$ cat config.mk
export PLATFORM = sky130hd
export DESIGN_NAME = fetch_redirect_unit
export DESIGN_NICKNAME = d
export VERILOG_FILES = /design/src/rtl/fetch_redirect_unit.sv
export SDC_FILE = /design/constraint.sdc
export NUM_CORES = 1
export LEC_CHECK = 0
export CAP_MARGIN = 20
export CORE_ASPECT_RATIO = 1.2
export CORE_UTILIZATION = 50
export CTS_BUF_LIST = sky130_fd_sc_hd__clkbuf_4
export DETAILED_ROUTE_END_ITERATION = 8
export PLACE_DENSITY = 0.83
export SYNTH_ARGS = -nofsm -noshare
export SYNTH_HDL_FRONTEND = slang
export SYNTH_SLANG_ARGS = --single-unit
$ cat constraint.sdc
create_clock -name clk -period 10.58 [get_ports clk]
set_input_delay 1.058 -clock clk [delete_from_list [all_inputs] [get_ports clk]]
set_output_delay 1.058 -clock clk [all_outputs]
set_load 0.05 [all_outputs]
$ cat src/rtl/fetch_redirect_unit.sv
// fetch_redirect_unit: IF-stage PC owner with in-flight prediction queue, mispredict redirect and resolution statistics
module fetch_redirect_unit #(
  parameter logic [31:0] RESET_PC = 32'h4000_0000,
  parameter int          DEPTH    = 4
) (
  input  logic        clk,
  input  logic        rst,
  input  logic        stall_if,
  input  logic        is_branch_if,
  input  logic        is_jump_if,
  input  logic        predict_taken,
  input  logic        use_predicted,
  input  logic [31:0] predicted_pc,
  input  logic        resolve_ex,
  input  logic        is_branch_ex,
  input  logic        is_jump_ex,
  input  logic [31:0] pc_ex,
  input  logic [31:0] branch_pc_ex,
  input  logic        cmp_out_ex,
  output logic [31:0] pc_if,
  output logic        queue_full,
  output logic        flush,
  output logic [31:0] branch_count,
  output logic [31:0] mispredict_count,
  output logic        protocol_err
);
  localparam int AW = $clog2(DEPTH);
  logic [31:0] pc_q, pc_d;
  logic [31:0] qpc_q [DEPTH];
  logic [31:0] qpred_q [DEPTH];
  logic [AW-1:0] head_q, tail_q;
  logic [AW:0] cnt_q;
  logic [31:0] bcnt_q, mcnt_q;
  logic perr_q;
  logic empty, actual_taken, tag_bad, flush_cond, fetch_advance, push, pop;
  logic [31:0] actual_next, pred_next;
  logic unused_predict_taken;
  // The taken bit is already folded into predicted_pc by the predictor
  assign unused_predict_taken = predict_taken;
  assign queue_full = cnt_q == (AW+1)'(DEPTH);
  assign pc_if = pc_q;
  assign flush = flush_cond;
  assign branch_count = bcnt_q;
  assign mispredict_count = mcnt_q;
  assign protocol_err = perr_q;
  // Compare the resolving instruction with the oldest prediction and pick the next fetch PC
  always_comb begin
    empty = cnt_q == '0;
    actual_taken = is_jump_ex | (is_branch_ex & cmp_out_ex);
    actual_next = actual_taken ? branch_pc_ex : pc_ex + 32'd4;
    tag_bad = empty | (qpc_q[head_q] != pc_ex);
    flush_cond = resolve_ex & (tag_bad | (qpred_q[head_q] != actual_next));
    fetch_advance = ~stall_if & ~queue_full & ~flush_cond;
    pred_next = use_predicted ? predicted_pc : pc_q + 32'd4;
    push = fetch_advance & (is_branch_if | is_jump_if);
    pop = resolve_ex & ~empty;
    pc_d = flush_cond ? actual_next : fetch_advance ? pred_next : pc_q;
  end
  // Queue storage; a push never coincides with a flush, so writes need no squash
  always_ff @(posedge clk) begin
    if (push) begin
      qpc_q[tail_q] <= pc_q;
      qpred_q[tail_q] <= pred_next;
    end
  end
  // PC, queue pointers, statistics and sticky protocol error
  always_ff @(posedge clk) begin
    if (rst) begin
      pc_q <= RESET_PC;
      head_q <= '0;
      tail_q <= '0;
      cnt_q <= '0;
      bcnt_q <= '0;
      mcnt_q <= '0;
      perr_q <= 1'b0;
    end else begin
      pc_q <= pc_d;
      if (resolve_ex && bcnt_q != '1) bcnt_q <= bcnt_q + 32'd1;
      if (flush_cond) begin
        head_q <= '0;
        tail_q <= '0;
        cnt_q <= '0;
        if (mcnt_q != '1) mcnt_q <= mcnt_q + 32'd1;
        if (tag_bad) perr_q <= 1'b1;
      end else begin
        if (push) tail_q <= tail_q + AW'(1);
        if (pop) head_q <= head_q + AW'(1);
        cnt_q <= cnt_q + (AW+1)'(push) - (AW+1)'(pop);
      end
    end
  end
endmodule
==> flow_summary_export.csv <==
group,metric,value,unit
timing,finalClockSkew,0.0674,ns
clock_tree,clock_latency,0.78,ns
yosys,syn-num-nets,1520,
drt,drtIter0Drc,1373,
drt,antenna_left,0,
yosys,synth-seq-cells,362,
setup_path,slowest_delay,0.83,ns
setup_path,worstPathRequired,9.52,ns
finish,final_cell_mix,"edfxtp_1, clkdlybuf4s50_1, clkbuf_4",
clock_tree,clock-sinks,362,
setup_path,start_kind,"flop",
place,post-dp-hpwl,32800,um
timing,fin_crit_sh,0.746,
clock_tree,clockBufferDepth,3,
timing,grt_setup_unrepaired,"no",
power_and_ir_drop,p_leak,6.82,nW
yosys,ys_warn_count,0,
place,dpl.cell_count,2005,
outcome,outcome,"finished, final reports clean",
finish,fin_util,0.616,
finish,nNetsFinal,1756,
yosys,synthesis.instances,1403,
finish,final_area,21100,um^2
place,detailed_place.area,19900,um^2
floorplanning,die_area,35800,um^2
clock_tree,postCtsHoldBufs,0,
yosys,synth_edf_count,256,
place,gp_congestion,1.01,
setup_path,path_buf_inv,4,
drt,vias_per_cell,6.04,
floorplanning,ios,206,
finish,drive_above_1_share,0.157,
setup_path,crit_top_cell,"buf_4",
clock_tree,cts_resized,0,
finish,syn_to_final_growth,20.4,%
setup_path,crit_chain,"buf_4, mux4_2, xor2_1, a2111oi_0, nor4b_1, nand4_1, nor2_1, nand4_2, o21ai_4, buf_4, inv_4, clkdlybuf4s50_1",
yosys,synth.distinct_cells,77,
global_routing,grt_pass1_wl,74800,um
setup_path,cp_top_family,"buffers and inverters",
drt,vias,13100,
timing,post-route-min-period,7.90,ns
floorplanning,core_area,34300,um^2
finish,mostFrequentLayoutCell,"edfxtp_1",
place,portBuffers,204,
global_routing,grt_max_degree,65,
setup_path,cp-end-kind,"primary output",
clock_tree,cts_tree,"yes",
global_routing,grt_use_total,0.271,
clock_tree,post_cts_buffers,0,
global_routing,grt_pass1_vias,13100,
timing,fmax,0.127,GHz
finish,fin_cells,2174,
setup_path,cp_data_arrival_time,6.84,ns
floorplanning,dieHeight,207,um
job,cap_violations,0,
setup_path,slowest_stage,"dfxtp_4",
timing,hold_viol,0,
drt,dr.pass1.iters,5,
timing,tightest_slew,1.08,ns
yosys,async_flop_share,0,
drt,routed_wl,49100,um
power_and_ir_drop,p_per_area,149,nW/um^2
floorplanning,die_width,173,um
clock_tree,clk_pin_slew,0.07,ns
global_routing,gr-total-overflow,0,
min_path,hp-class,"reg2reg",
timing,drv_slew,0,
yosys,synthFlopType,"edfxtp_1",
global_routing,antenna_found_initial,3,
finish,fill_cells,2669,
yosys,synth_seq_area_share,0.560,
clock_tree,cts.root.buffer_cell,"clkbuf_4",
drt,drc,0,
setup_path,critPathKind,"reg2out",
timing,layout_setup_ws,2.68,ns
timing,tns,0,ns
clock_tree,h-tree-depth,3,
floorplanning,start_util,0.512,
timing,slew_headroom,0.278,
power_and_ir_drop,vdd_drop_max,0.0000720,V
timing,finalSetupViolations,0,
drt,wl_per_cell,22.6,um
clock_tree,cts_made_buffers,88,
place,pre_cts_ws,3.28,ns
yosys,syn_area_per_cell,12.5,um^2
setup_path,critPathMaxFanout,55,
floorplanning,rows,74,
yosys,syn_area,17500,um^2
## layer usage
metal / track usage / up-vias / share of wire
li1: - / 5866 / -
met1: 0.320 / 6440 / 0.37
met2: 0.467 / 683 / 0.49
met3: 0.0635 / 132 / 0.087
met4: 0.128 / 2 / 0.045
met5: 0 / - / 0.00065
## worst min-delay path, stage by stage, from the launching register on
cell	delay, ns
dfxtp_1	0.34
a21oi_1	0.04
nor2_1	0.07
## synthesized netlist by cell type (20+ instances only)
library cell  number  area [um^2]
mux2i_1           58          581
o21ai_0           58          290
xor2_1            60          526
mux4_2            56         1260
and2_1            21          131
clkbuf_1          42          158
nand2_1           98          368
nand3_1           57          285
a21oi_1           40          200
xnor2_1           83          727
inv_1             26         97.6
dfxtp_1          106         2120
edfxtp_1         256         7690
a211oi_2          20          250
nand4_1           37          231
nor2_1           107          402
## power by group
part           leakage (nW)  switching (mW)  internal, mW
Combinational          2.91           0.211         0.139
Clock                 0.695           0.575         0.621
Sequential             3.22          0.0395          1.56
## worst paths after layout
kind                                  start                        end  slack (ns)  depth (start not counted)
hold reg to reg   protocol_err$_SDFFE_PP0P_  protocol_err$_SDFFE_PP0P_        0.48                          2
hold / removal    protocol_err$_SDFFE_PP0P_  protocol_err$_SDFFE_PP0P_        0.48                          2
setup / recovery                       flop                      flush        2.68                         12
setup reg to reg                       flop      qpc_q[0][5]$_DFFE_PP_        3.63                         13
## cell families after synthesis
family                     after synthesis  share of synthesized area
and+or+nand+nor                        443                      0.130
DFF                                    362                      0.560
AOI/OAI and AO/OA                      212                     0.0867
xor gates and xnor gates               143                     0.0715
muxes                                  131                      0.116
buffers and inverters                  102                     0.0284
adders and majority gates               10                    0.00757
## sequential cells by signal, summed over array words and instances (netlist names), named ones only
name / count
pc_if: 32
cnt_q: 3
protocol_err: 1
qpc_q: 128
head_q: 2
qpred_q: 128
mispredict_count: 32
tail_q: 2
branch_count: 32
## final cells by class
type / count / area [um^2] / area share
Sequential cell: 362 / 9820 / 0.465
Clock inverter: 43 / 272 / 0.0129
Timing Repair Buffer: 221 / 2160 / 0.102
Tap cell: 456 / 571 / 0.0270
Inverter: 27 / 104 / 0.00492
Multi-Input combinational cell: 939 / 7240 / 0.343
Antenna cell: 3 / 7.51 / 0.000356
Clock buffer: 123 / 923 / 0.0438
## through the flow
stage                     hold WS, ns  power, mW
after floorplan                 0.485       1.83
after global placement          0.455       1.96
after detailed placement        0.477       1.97
after CTS                       0.497       3.16
after global routing            0.530       3.25
final                           0.482       3.14
(Power assumes the default switching activity.)
